===== config.mk =====
export PLATFORM = sky130hd
export DESIGN_NAME = mmap_router
export DESIGN_NICKNAME = d
export VERILOG_FILES = /design/src/rtl/mmap_pkg.sv /design/src/rtl/mmap_rd_pipe.sv /design/src/rtl/mmap_router.sv
export SDC_FILE = /design/constraint.sdc
export NUM_CORES = 1
export LEC_CHECK = 0
export ABC_AREA = 1
export CAP_MARGIN = 20
export CORE_UTILIZATION = 30
export CTS_CLUSTER_SIZE = 16
export DETAILED_ROUTE_END_ITERATION = 12
export GPL_ROUTABILITY_DRIVEN = 0
export PLACE_DENSITY = 0.68
export SYNTH_ARGS = -nofsm -noshare
export SYNTH_HDL_FRONTEND = slang
export SYNTH_HIERARCHICAL = 1
export SYNTH_SLANG_ARGS = --single-unit

===== constraint.sdc =====
create_clock -name clk -period 1.75 [get_ports clk]
set_input_delay 0.35 -clock clk [delete_from_list [all_inputs] [get_ports clk]]
set_output_delay 0.35 -clock clk [all_outputs]
set_load 0.02 [all_outputs]

===== src/rtl/mmap_pkg.sv =====
// Shared constants and types for the memory-map router: default CPU map,
// region index sizing, and the tag carried down the read-response pipe.
package mmap_pkg;

  localparam int MMAP_MAX_REGIONS = 8;

  function automatic int idxW(input int n);
    return (n > 1) ? $clog2(n) : 1;
  endfunction

  localparam int IDX_W = idxW(MMAP_MAX_REGIONS);

  localparam logic [15:0] DMEM_BASE  = 16'h0000;
  localparam logic [15:0] DMEM_LIMIT = 16'h07FF;
  localparam logic [15:0] IO_BASE    = 16'h1000;
  localparam logic [15:0] IO_LIMIT   = 16'h10FF;
  localparam logic [15:0] VMEM_BASE  = 16'h2000;
  localparam logic [15:0] VMEM_LIMIT = 16'h2960;

  // Wide enough for any supported DATA_W; callers slice the low bits.
  localparam logic [63:0] RD_DATA_ABORT = '1;

  typedef struct packed {
    logic             valid;
    logic [IDX_W-1:0] idx;
    logic             mapped;
    logic             abort;
  } rdTag_t;

endpackage


===== src/rtl/mmap_rd_pipe.sv =====
// Fixed-latency shift pipe tracking outstanding reads; advances every cycle
// so responses line up with the slaves' synchronous read latency.
module mmap_rd_pipe
  import mmap_pkg::*;
#(
  parameter int RD_LATENCY = 1
) (
  input  logic   clk,
  input  logic   rst_n,
  input  rdTag_t push,
  output rdTag_t tail
);

  rdTag_t [RD_LATENCY-1:0] pipe;

  always_ff @(posedge clk or negedge rst_n) begin
    if (!rst_n) begin
      pipe <= '0;
    end else begin
      pipe[0] <= push;
      for (int i = 1; i < RD_LATENCY; i++) pipe[i] <= pipe[i-1];
    end
  end

  assign tail = pipe[RD_LATENCY-1];

endmodule


===== src/rtl/mmap_router.sv =====
// CPU-to-slave memory-map router with back-pressure and sticky error capture.
// Optional: define MMAP_TIMEOUT_EN to abort accesses stalled for WAIT_TIMEOUT cycles.
module mmap_router
  import mmap_pkg::*;
#(
  parameter int NUM_REGIONS = 4,
  parameter int ADDR_W      = 16,
  parameter int DATA_W      = 8,
  parameter int RD_LATENCY  = 1,
  parameter logic [NUM_REGIONS*ADDR_W-1:0] REGION_BASE  = {16'h3000, VMEM_BASE, IO_BASE, DMEM_BASE},
  parameter logic [NUM_REGIONS*ADDR_W-1:0] REGION_LIMIT = {16'h30FF, VMEM_LIMIT, IO_LIMIT, DMEM_LIMIT},
  parameter int WAIT_TIMEOUT = 15
) (
  input  logic                          clk,
  input  logic                          rst_n,
  input  logic [ADDR_W-1:0]             m_addr,
  input  logic [DATA_W-1:0]             m_wdata,
  input  logic                          m_we,
  input  logic                          m_re,
  output logic [DATA_W-1:0]             m_rdata,
  output logic                          m_stall,
  output logic                          m_err,
  output logic [ADDR_W-1:0]             s_addr,
  output logic [DATA_W-1:0]             s_wdata,
  output logic [NUM_REGIONS-1:0]        s_we,
  output logic [NUM_REGIONS-1:0]        s_re,
  input  logic [NUM_REGIONS*DATA_W-1:0] s_rdata,
  input  logic [NUM_REGIONS-1:0]        s_ready,
  output logic                          err_valid,
  output logic [ADDR_W-1:0]             err_addr,
  input  logic                          err_clr
);

  if (NUM_REGIONS < 1 || NUM_REGIONS > MMAP_MAX_REGIONS) begin : gBadRegions
    $error("mmap_router: NUM_REGIONS out of range");
  end
  if (RD_LATENCY < 1 || RD_LATENCY > 4) begin : gBadLatency
    $error("mmap_router: RD_LATENCY out of range");
  end
  if (WAIT_TIMEOUT < 1) begin : gBadTimeout
    $error("mmap_router: WAIT_TIMEOUT must be positive");
  end

  logic [NUM_REGIONS-1:0] hit, sel;
  logic [IDX_W-1:0]       idx;
  logic                   mapped, req, rdReq, ready, stallRaw, abort, errNow;
  logic [DATA_W-1:0]      rdSel;
  rdTag_t                 push, tail;

  // Scan high-to-low so the lowest matching region index wins overlaps.
  always_comb begin
    hit = '0;
    idx = '0;
    for (int i = NUM_REGIONS - 1; i >= 0; i--) begin
      hit[i] = (m_addr >= REGION_BASE[i*ADDR_W +: ADDR_W]) &&
               (m_addr <= REGION_LIMIT[i*ADDR_W +: ADDR_W]);
      if (hit[i]) idx = IDX_W'(i);
    end
  end

  assign mapped   = |hit;
  assign sel      = mapped ? (NUM_REGIONS'(1) << idx) : '0;
  assign req      = m_we | m_re;
  assign rdReq    = m_re & ~m_we;
  assign ready    = |(sel & s_ready);
  assign stallRaw = req & mapped & ~ready;

`ifdef MMAP_TIMEOUT_EN
  localparam int CW = $clog2(WAIT_TIMEOUT + 1);
  logic [CW-1:0] stallCnt;

  assign abort = stallRaw & (stallCnt == CW'(WAIT_TIMEOUT));

  always_ff @(posedge clk or negedge rst_n) begin
    if (!rst_n)               stallCnt <= '0;
    else if (stallRaw & ~abort) stallCnt <= stallCnt + 1'b1;
    else                      stallCnt <= '0;
  end
`else
  assign abort = 1'b0;
`endif

  assign m_stall = stallRaw & ~abort;
  assign s_addr  = m_addr;
  assign s_wdata = m_wdata;
  // Enables fire only on the accept cycle; an aborted access also has stallRaw set.
  assign s_we    = (m_we  & ~stallRaw) ? sel : '0;
  assign s_re    = (rdReq & ~stallRaw) ? sel : '0;
  assign errNow  = (req & ~mapped) | abort;

  always_comb begin
    push        = '0;
    push.valid  = rdReq & (~stallRaw | abort);
    push.idx    = idx;
    push.mapped = mapped & ~abort;
    push.abort  = abort;
  end

  mmap_rd_pipe #(.RD_LATENCY(RD_LATENCY)) uRdPipe (
    .clk   (clk),
    .rst_n (rst_n),
    .push  (push),
    .tail  (tail)
  );

  always_comb begin
    rdSel = '0;
    for (int i = 0; i < NUM_REGIONS; i++)
      if (tail.idx == IDX_W'(i)) rdSel = s_rdata[i*DATA_W +: DATA_W];
    m_rdata = '0;
    if (tail.valid) begin
      if (tail.abort)       m_rdata = RD_DATA_ABORT[DATA_W-1:0];
      else if (tail.mapped) m_rdata = rdSel;
    end
  end

  // A new error wins over a simultaneous clear so it is never lost.
  always_ff @(posedge clk or negedge rst_n) begin
    if (!rst_n) begin
      m_err     <= 1'b0;
      err_valid <= 1'b0;
      err_addr  <= '0;
    end else begin
      m_err <= errNow;
      if (errNow & (~err_valid | err_clr)) begin
        err_valid <= 1'b1;
        err_addr  <= m_addr;
      end else if (err_clr) begin
        err_valid <= 1'b0;
        err_addr  <= '0;
      end
    end
  end

endmodule


==> run metrics, run 1 <==
die area=0.00614 sq mm; max-slew violations=0; met1 WL=2590 um; crit path DAT=1.69 ns; FILL cells=485; critical path type=primary input to output pin; dpl ws=-1.07 ns; synth warn=6; placed cell count=421; CTS max path bufs=2; Hold Crit Class=primary input to register; clock network power share=0.188; # H-tree levels=1; Starting DRT DRC Count=39; Post-synth EDFFs=0; number of routed nets with antenna violations=0; initial antenna violation count=0; Initial Util=0.314; period utilization=1.17; Worst setup SP type=primary input; Net Sw Frac=0.335; via/cell ratio=4.83; Max Cap Violations=0; first-pass GRT wire length=9570 um; Worst VDD drop=0.000323 V; Synth top area share=0.344; IO Count=124; asr flop ratio synth=1.00; Yosys reg bits=24; largest family of logic cells by synthesized area=simple AND/OR/NAND/NOR gates; RSZ-0062 raised after global routing=yes; Clock Skews=0.00220 ns; clock sink total=24; hold violation count in the final report=0; WL/cell=14.6 um; drt drc=0; number of global-route vias before repair=2045; XOR/XNOR Fraction of Synth Area=0; Final Net Count=442; ranking of synthesized cells by area=dfrtp_1 34%, nand3_1 12%, buf_4 11%; cts hold-fix bufs=0; top-count cell post-synth=nand3_1; Reg clk slew, reported paths=0.08 ns; Internal=1.15 mW; pin count of the biggest net entering global routing=25; Fmax achieved=0.490 GHz; PD cells=500 mW/mm^2; Mapped Cells=232; hpwl dp=4190 um; Setup TNS Final=-3.70 ns; # port buffers=107; synth cell count leaders=42 x nand3_1, 41 x nand2_1, 26 x buf_4, 26 x nor2_1, 24 x dfrtp_1; core area=0.00557 sq mm; outcome=finished with violations; setup slack after layout=-0.291 ns; Post-Route WL=6520 um; Non-Filler Instances=447; GRT Resource Usage Total=0.192; count of cell types in the netlist=27; sequential power share=0.373; static leakage=1.57 nW; synthesized-area fraction occupied by adder cells=0; Util after Layout=0.618; DR top layer=met4; violated checks=setup timing; row cnt=27; multiplexer share of the synthesized area=0; ANT cells=0; via count=2157; fraction of layout cells with a size suffix above 1=0.445; top_reg_cell synth=dfrtp_1; Sw Pwr=0.578 mW; # setup viols final=17; Post-Syn Area=0.00175 sq mm; min Tclk post-route=2.04 ns; GRT overflow=0; Seq/Total Area, Yosys=0.344; worst-path fanout max=5; Met3 Wirelength=537 um; Die Span X=78.3 um; Routed met2 length=3260 um; CTS buffer count=3; CTS Root Cell=clkbuf_8; multi-input logic area=0.00111 sq mm; critical path required time=1.40 ns; Simple-Gate Fraction of Synth Area=0.383; cell taking the most area after synthesis=dfrtp_1; CTS tree=done; Reg area=601 sq um; Layout area overhead=97.2%; Die H=78.3 um; clk_lat worst skew=0.26 ns; Combinational Power Share=0.439; Synth Area per Inst=7.53 sq um; DR pass1 iterations=4; post-synthesis compound-gate area fraction=0.102; crit end category=output pin
[path summary, 6_finish.rpt]
path,end,depth (start not counted),startpoint,slack [ns]
max,s_re[2],12,m_addr[10],-0.29
min,err_addr[12]$_DFFE_PN0P_,3,m_addr[12],0.38
max reg2reg,err_addr[4]$_DFFE_PN0P_,4,err_valid$_DFFE_PN0P_,0.57
min reg2reg,err_addr[3]$_DFFE_PN0P_,2,err_addr[3]$_DFFE_PN0P_,0.51
max in group asynchronous,uRdPipe/tail[4]$_DFF_PN0_,2,rst_n,1.07
min in group asynchronous,err_addr[9]$_DFFE_PN0P_,2,rst_n,0.44
[cell type report]
type,instances,share of cell area
clock buffers,3,0.0120
multi-input cells,164,0.323
well taps,72,0.0261
flip-flops and latches,24,0.174
repair buffers,165,0.441
inverters,19,0.0232
[stage by stage]
stage / total power [mW] / instance area (sq um) / hold WS (ns)
after floorplan: 0.980 / 1780 / 0.0544
after global placement: 1.32 / 3020 / 0.486
after detailed placement: 1.32 / 3020 / 0.488
after CTS: 1.67 / 3230 / 0.372
after global routing: 1.80 / 3450 / 0.382
final: 1.72 / 3450 / 0.380
[power groups by stage]
stage / clock, mW / sequential [mW] / combinational (mW)
after floorplan: 0 / 0.710 / 0.270
after global placement: 0 / 0.652 / 0.665
after detailed placement: 0 / 0.652 / 0.669
after CTS: 0.326 / 0.643 / 0.699
after global routing: 0.352 / 0.649 / 0.803
final: 0.325 / 0.643 / 0.756
[cells in the final DEF (no fill, tap or decap), drive strengths merged]
master | Yosys | routed
clkdlybuf4s15 | 0 | 3
nor3 | 3 | 3
clkbuf | 1 | 4
o211ai | 5 | 5
nand2 | 44 | 44
nand4 | 3 | 5
clkinv | 2 | 2
o21ai | 6 | 6
dfrtp | 24 | 24
nor2 | 29 | 30
dlygate4sd2 | 0 | 2
a21oi | 16 | 16
conb | 1 | 2
buf | 28 | 88
inv | 17 | 17
clkdlybuf4s50 | 0 | 71
nand3 | 49 | 49
o21a | 4 | 4
[flip-flops by register name, indices dropped and copies added (netlist names)]
signal / count
uRdPipe/tail: 6
m_err: 1
err_addr: 16
err_valid: 1
[metal layers]
metal  global-route usage  vias to the layer above
met5                    0                        -
met4               0.0389                        0
met3               0.0453                       12
met2                0.340                      103
met1                0.237                     1002
li1                     -                     1040
[kinds of logic (layout without fill, tap and decap cells)]
logic type / after synthesis / after routing
compound gates: 31 / 31
buf+inv: 48 / 187
flops: 24 / 24
other cells: 1 / 2
simple gates: 128 / 131
[timing repair]
action                                  4_1_cts  5_1_grt
pin swaps                                    35       18
resized for setup                           198       37
endpoints found under the setup margin       49       34
cloned                                        0        3
buffers inserted                             14        7
[critical path, cell delays in order]
cell and delay, ns:
buf_6 0.10, nor2_4 0.15, nor2_1 0.07, nor2_1 0.16, nand2_2 0.11, buf_6 0.13, nand2_4 0.06, nand3_4 0.07
nand3_4 0.10, nand2_4 0.10, nor2_1 0.12, buf_4 0.15
Power figures use the tool's default switching activity.
==> inputs of run 2 (changes only) <==
--- a/config.mk
+++ b/config.mk
@@ -7,11 +7,11 @@
 export LEC_CHECK = 0
 export ABC_AREA = 1
 export CAP_MARGIN = 20
-export CORE_UTILIZATION = 30
+export CORE_UTILIZATION = 38
 export CTS_CLUSTER_SIZE = 16
 export DETAILED_ROUTE_END_ITERATION = 12
 export GPL_ROUTABILITY_DRIVEN = 0
-export PLACE_DENSITY = 0.68
+export PLACE_DENSITY = 0.84
 export SYNTH_ARGS = -nofsm -noshare
 export SYNTH_HDL_FRONTEND = slang
 export SYNTH_HIERARCHICAL = 1
==> constraint.sdc (replaced) <==
create_clock -name clk -period 2.5 [get_ports clk]
set_input_delay 0.5 -clock clk [delete_from_list [all_inputs] [get_ports clk]]
set_output_delay 0.5 -clock clk [all_outputs]
set_load 0.02 [all_outputs]
==> run 2 against run 1 <==
The flow now finishes without violations; flip-flop and latch count did not move; count of clock-buffer cells in the layout is the same; utilization is 7.7 points higher; critical path type unchanged; largest cell class unchanged; highest routed layer unchanged.
==> run metrics, run 2 (same netlist as run 1, synthesis figures left out) <==
initial antenna violation count=0 (unchanged); Clock Skews=0.00184 ns (-0.000364 ns); ANT cells=0 (unchanged); Largest Register=err_addr; Setup TNS Final=0 ns (+3.70 ns); static leakage=1.49 nW (-4.8%); Util after Layout=0.695 (+0.0768); # setup viols final=0 (-17); Initial Util=0.399 (+0.0851); GRT overflow=0 (unchanged); period utilization=0.976; WL/cell=13.4 um (-8.4%); most frequent cells in the layout=75 x clkdlybuf4s50_1, 45 x buf_4, 40 x nand3_1, 38 x nand2_1, 23 x dfrtp_1; pin count of the biggest net entering global routing=25 (unchanged); Placement Cell Area=0.00293 sq mm (-2.8%); min Tclk post-route=2.44 ns; CTS max path bufs=2 (unchanged); Die Span X=69.8 um (-11%); Starting DRT DRC Count=91 (+130%); CTS buffer count=3 (unchanged); crit end category=output pin; die area=0.00487 sq mm (-21%); via/cell ratio=4.91 (+1.8%); placed cell count=399 (-5.2%); max incr delay on CP=0.48 ns (+0.32 ns); Tot Pwr=1.25 mW (-27%); Hold Crit Class=register to register; first-pass GRT wire length=8710 um (-8.9%); hold slack=0.509 ns (+0.129 ns); DR pass1 iterations=4 (unchanged); Reg clk slew, reported paths=0.08 ns (about the same); GRT Resource Usage Total=0.221 (+0.0282); Die H=69.8 um (-11%); drt drc=0 (unchanged); max FFs per register=16 (unchanged); worst-path fanout max=5 (unchanged); clk_lat worst skew=0.27 ns (about the same); critical path type=primary input to output pin; # H-tree levels=1 (unchanged); number of global-route vias before repair=1935 (-5.4%); fraction of layout cells with a size suffix above 1=0.260 (-0.185); Final Net Count=420 (-5.0%); hold violation count in the final report=0 (unchanged); CTS Root Cell=clkbuf_8; Post-Route WL=5430 um (-17%); Layout area overhead=74.4%; clock sink total=24 (unchanged); via count=1994 (-7.6%); outcome=finished, final reports clean; crit path DAT=1.94 ns (+0.25 ns); final instance area=0.00305 sq mm (-12%); Non-Filler Instances=406 (-9.2%); commonest non-fill, non-tap cell in the layout=clkdlybuf4s50_1; max-slew violations=0 (unchanged); Worst VDD drop=0.000328 V (+1.6%); Fmax achieved=0.410 GHz; crit-path cells=clkdlybuf4s50_1, inv_1, nand2_1, nor2_1, nand2_1, nand3_2, nand2_4, nand2_4, nand3_4, nand2_4, nor2_1, buf_2; Worst Path Buf+Inv=3 (unchanged); Worst setup SP type=primary input; PD cells=410 mW/mm^2 (-18%); # port buffers=107 (unchanged); slowest CP cell=clkdlybuf4s50_1; setup slack after layout=0.0600 ns (+0.351 ns); hpwl dp=4290 um (+2.3%); CTS tree=done; dpl ws=-0.595 ns (+0.476 ns); cell family with most CP delay=simple AND/OR/NAND/NOR gates; row cnt=24 (-11%); core area=0.00438 sq mm (-21%); number of routed nets with antenna violations=0 (unchanged); Max Cap Violations=0 (unchanged); IO Count=124 (unchanged); most frequent CP cell=nand2_4; critical path required time=2.00 ns (+0.60 ns)
## run 2: changes by cell type in the layout (fill, tap and decap cells not counted), sizes merged
cell           delta
clkdlybuf4s50     +4
nand4             -2
clkbuf            +5
clkdlybuf4s15     -2
buf              -41
dlygate4sd2       +8
nor2              -1
bufinv            +1
dlymetal6s2s      +7
## run 2: layout make-up
| cell class | instances | area [sq um] |
|---|---|---|
| flip-flops and latches | 24 | 602 |
| clock buffers | 3 | 41.3 |
| repair buffers | 146 | 1310 |
| fillers | 354 | 1340 |
| inverters | 19 | 71.3 |
| multi-input cells | 161 | 925 |
| clock inverters | 1 | 30.0 |
| well taps | 52 | 65.1 |
## run 2: where the power goes
part           internal [mW]  leakage, nW  switching [mW]
Combinational          0.231         1.16           0.226
Sequential             0.426        0.300          0.0238
Clock                  0.214       0.0357           0.128
## run 2: path summary, 6_finish.rpt
check                           slack [ns]  depth (start not counted)                     from                         to
worst max-delay path                  0.06                         12                m_addr[1]                    s_re[0]
worst min register to register        0.51                          2  err_addr[9]$_DFFE_PN0P_    err_addr[9]$_DFFE_PN0P_
min in group asynchronous             0.57                          2                    rst_n    err_addr[9]$_DFFE_PN0P_
worst min-delay path                  0.51                          2  err_addr[9]$_DFFE_PN0P_    err_addr[9]$_DFFE_PN0P_
worst max register to register        1.28                          4    err_valid$_DFFE_PN0P_    err_addr[2]$_DFFE_PN0P_
max in group asynchronous             1.67                          2                    rst_n  uRdPipe/tail[3]$_DFF_PN0_
## run 2: tightest hold or removal path, delay by kind of cell, from the launching register on
| family | cells | cell delay, ns |
|---|---|---|
| flops | 1 | 0.35 |
| simple gates | 2 | 0.13 |
## run 2: metal layers
metal	up-vias	GRT usage	share of wire
li1	993	-	-
met1	928	0.280	0.42
met2	66	0.390	0.52
met3	7	0.0392	0.053
met4	0	0.0467	0.011
met5	-	0	0
## run 2: what timing repair did
item                       4_1_cts  5_1_grt
resized for setup               60       34
hold buffers                     0        0
pin swaps                        5       12
setup buffers                    3        0
setup endpoints to repair       17       16
==> inputs of run 3 (changes only) <==
--- a/config.mk
+++ b/config.mk
@@ -11,7 +11,8 @@
 export CTS_CLUSTER_SIZE = 16
 export DETAILED_ROUTE_END_ITERATION = 12
 export GPL_ROUTABILITY_DRIVEN = 0
-export PLACE_DENSITY = 0.84
+export PLACE_DENSITY = 0.85
+export REMOVE_ABC_BUFFERS = 1
 export SYNTH_ARGS = -nofsm -noshare
 export SYNTH_HDL_FRONTEND = slang
 export SYNTH_HIERARCHICAL = 1
==> run 3 against run 2 <==
Register-to-register slack gained 0.06 ns; sequential power is essentially flat; critical endpoint is now s_we[0]; largest power group unchanged; routed wire length grew 15%.
==> run metrics, run 3 (same netlist as run 1, synthesis figures left out) <==
crit path DAT=1.95 ns (about the same); hold slack=0.512 ns (+0.00255 ns); Layout area overhead=80.7%; Placement Cell Area=0.00293 sq mm (-0.26%); Final Net Count=426 (+1.4%); DR top layer=met4; r2r endpoint=err_addr[5]$_DFFE_PN0P_; IO Count=124 (unchanged); min Tclk post-route=2.45 ns (+0.00851 ns); Starting DRT DRC Count=101 (+11%); max-slew violations=0 (unchanged); Clock Skews=0.00716 ns (+0.00532 ns); DR pass1 iterations=4 (unchanged); # setup viols final=0 (unchanged); static leakage=1.55 nW (+3.8%); Hold Crit Class=register to register; period utilization=0.979 (+0.00340); Initial Util=0.399 (unchanged); Util after Layout=0.720 (+0.0251); die area=0.00487 sq mm (unchanged); WL/cell=15.1 um (+13%); RSZ-0062 raised after global routing=yes; Met3 Wirelength=498 um (+73%); placed cell count=398 (-0.25%); commonest non-fill, non-tap cell in the layout=clkdlybuf4s50_1; cts hold-fix bufs=0 (unchanged); critical path type=primary input to output pin; clk_lat worst skew=0.27 ns (about the same); GRT Resource Usage Total=0.247 (+0.0270); most frequent CP cell=nand2_4; Fmax achieved=0.408 GHz (-0.35%); slowest CP cell=clkdlybuf4s50_1; # port buffers=107 (unchanged); core area=0.00438 sq mm (unchanged); CTS tree=done; Worst setup SP type=primary input; setup slack after layout=0.0515 ns (-0.00851 ns); Setup TNS Final=0 ns (unchanged); pin count of the biggest net entering global routing=25 (unchanged); Post-Route WL=6230 um (+15%); number of global-route vias before repair=2044 (+5.6%); Non-Filler Instances=412 (+1.5%); via count=2081 (+4.4%); Routed met2 length=3210 um (+14%); max incr delay on CP=0.48 ns (about the same); critical path required time=2.00 ns (about the same); clock sink total=24 (unchanged); worst-path fanout max=4 (-1); Die H=69.8 um (unchanged); Tot Pwr=1.27 mW (+1.3%); # H-tree levels=1 (unchanged); met1 WL=2340 um (+3.4%); Worst VDD drop=0.000432 V (+32%); ANT cells=0 (unchanged); dpl ws=-0.649 ns (-0.0542 ns); max FFs per register=16 (unchanged); worst setup path startpoint=m_addr[1]; via/cell ratio=5.05 (+2.8%); Max Cap Violations=0 (unchanged); crit-path cells=clkdlybuf4s50_1, inv_1, nand2_1, nor2_1, nand2_1, nand3_2, nand2_4, nand2_4, nand3_4, nand2_4, nor2_1, buf_4; PD cells=401 mW/mm^2 (-2.2%); Reg clk slew, reported paths=0.08 ns (about the same); Die Span X=69.8 um (unchanged); Largest Register=err_addr; number of routed nets with antenna violations=0 (unchanged); drt drc=0 (unchanged); Worst R2R Setup Slack=1.34 ns (+0.06 ns); first-pass GRT wire length=9450 um (+8.4%); Register-to-Register Path Depth=4 (unchanged); reg-to-reg startpoint=err_valid$_DFFE_PN0P_; fraction of layout cells with a size suffix above 1=0.272 (+0.0123); CTS max path bufs=2 (unchanged); CTS Root Cell=clkbuf_8; hpwl dp=4690 um (+9.5%); outcome=finished, final reports clean; initial antenna violation count=0 (unchanged); worst setup path end=s_we[0]; most frequent cells in the layout=75 x clkdlybuf4s50_1, 50 x buf_4, 40 x nand3_1, 38 x nand2_1, 24 x dfrtp_1; CTS buffer count=3 (unchanged); GRT overflow=0 (unchanged); row cnt=24 (unchanged); hold violation count in the final report=0 (unchanged); crit end category=output pin; final instance area=0.00316 sq mm (+3.6%)
run 3: power breakdown:
part	switching [mW]	internal [mW]
sequential	0.0221	0.426
clock	0.133	0.214
combinational	0.234	0.237
total	0.389	0.878
run 3: worst min-delay path by stage:
stage | start | to | depth (start not counted)
after global placement | err_addr[5]$_DFFE_PN0P_ | err_addr[5]$_DFFE_PN0P_ | 2
after global routing | err_addr[5]$_DFFE_PN0P_ | err_addr[5]$_DFFE_PN0P_ | 2
after floorplan | rst_n | err_addr[0]$_DFFE_PN0P_ | 0
final | err_addr[3]$_DFFE_PN0P_ | err_addr[3]$_DFFE_PN0P_ | 2
after CTS | err_addr[8]$_DFFE_PN0P_ | err_addr[8]$_DFFE_PN0P_ | 2
after detailed placement | err_addr[11]$_DFFE_PN0P_ | err_addr[11]$_DFFE_PN0P_ | 2
run 3: timing repair:
action	in CTS	in global routing
setup endpoints to repair	17	12
resized for setup	58	42
buffers inserted	5	5
pin swaps	5	15
run 3: cell type report:
type                            count  area (sq um)
Sequential cell                    24           601
Timing Repair Buffer              152          1400
Clock inverter                      1          30.0
Tap cell                           52          65.1
Inverter                           19          71.3
Fill cell                         317          1230
Multi-Input combinational cell    161           950
Clock buffer                        3          41.3
run 3: critical path, delay by kind of cell:
kind | cells | cell delay (ns)
and+or+nand+nor | 9 | 0.77
buffers and inverters | 3 | 0.67
run 3: metal layers:
| metal | GRT usage | vias to the layer above |
|---|---|---|
| li1 | - | 1000 |
| met1 | 0.283 | 992 |
| met2 | 0.413 | 73 |
| met3 | 0.0945 | 16 |
| met4 | 0.100 | 0 |
| met5 | 0 | - |
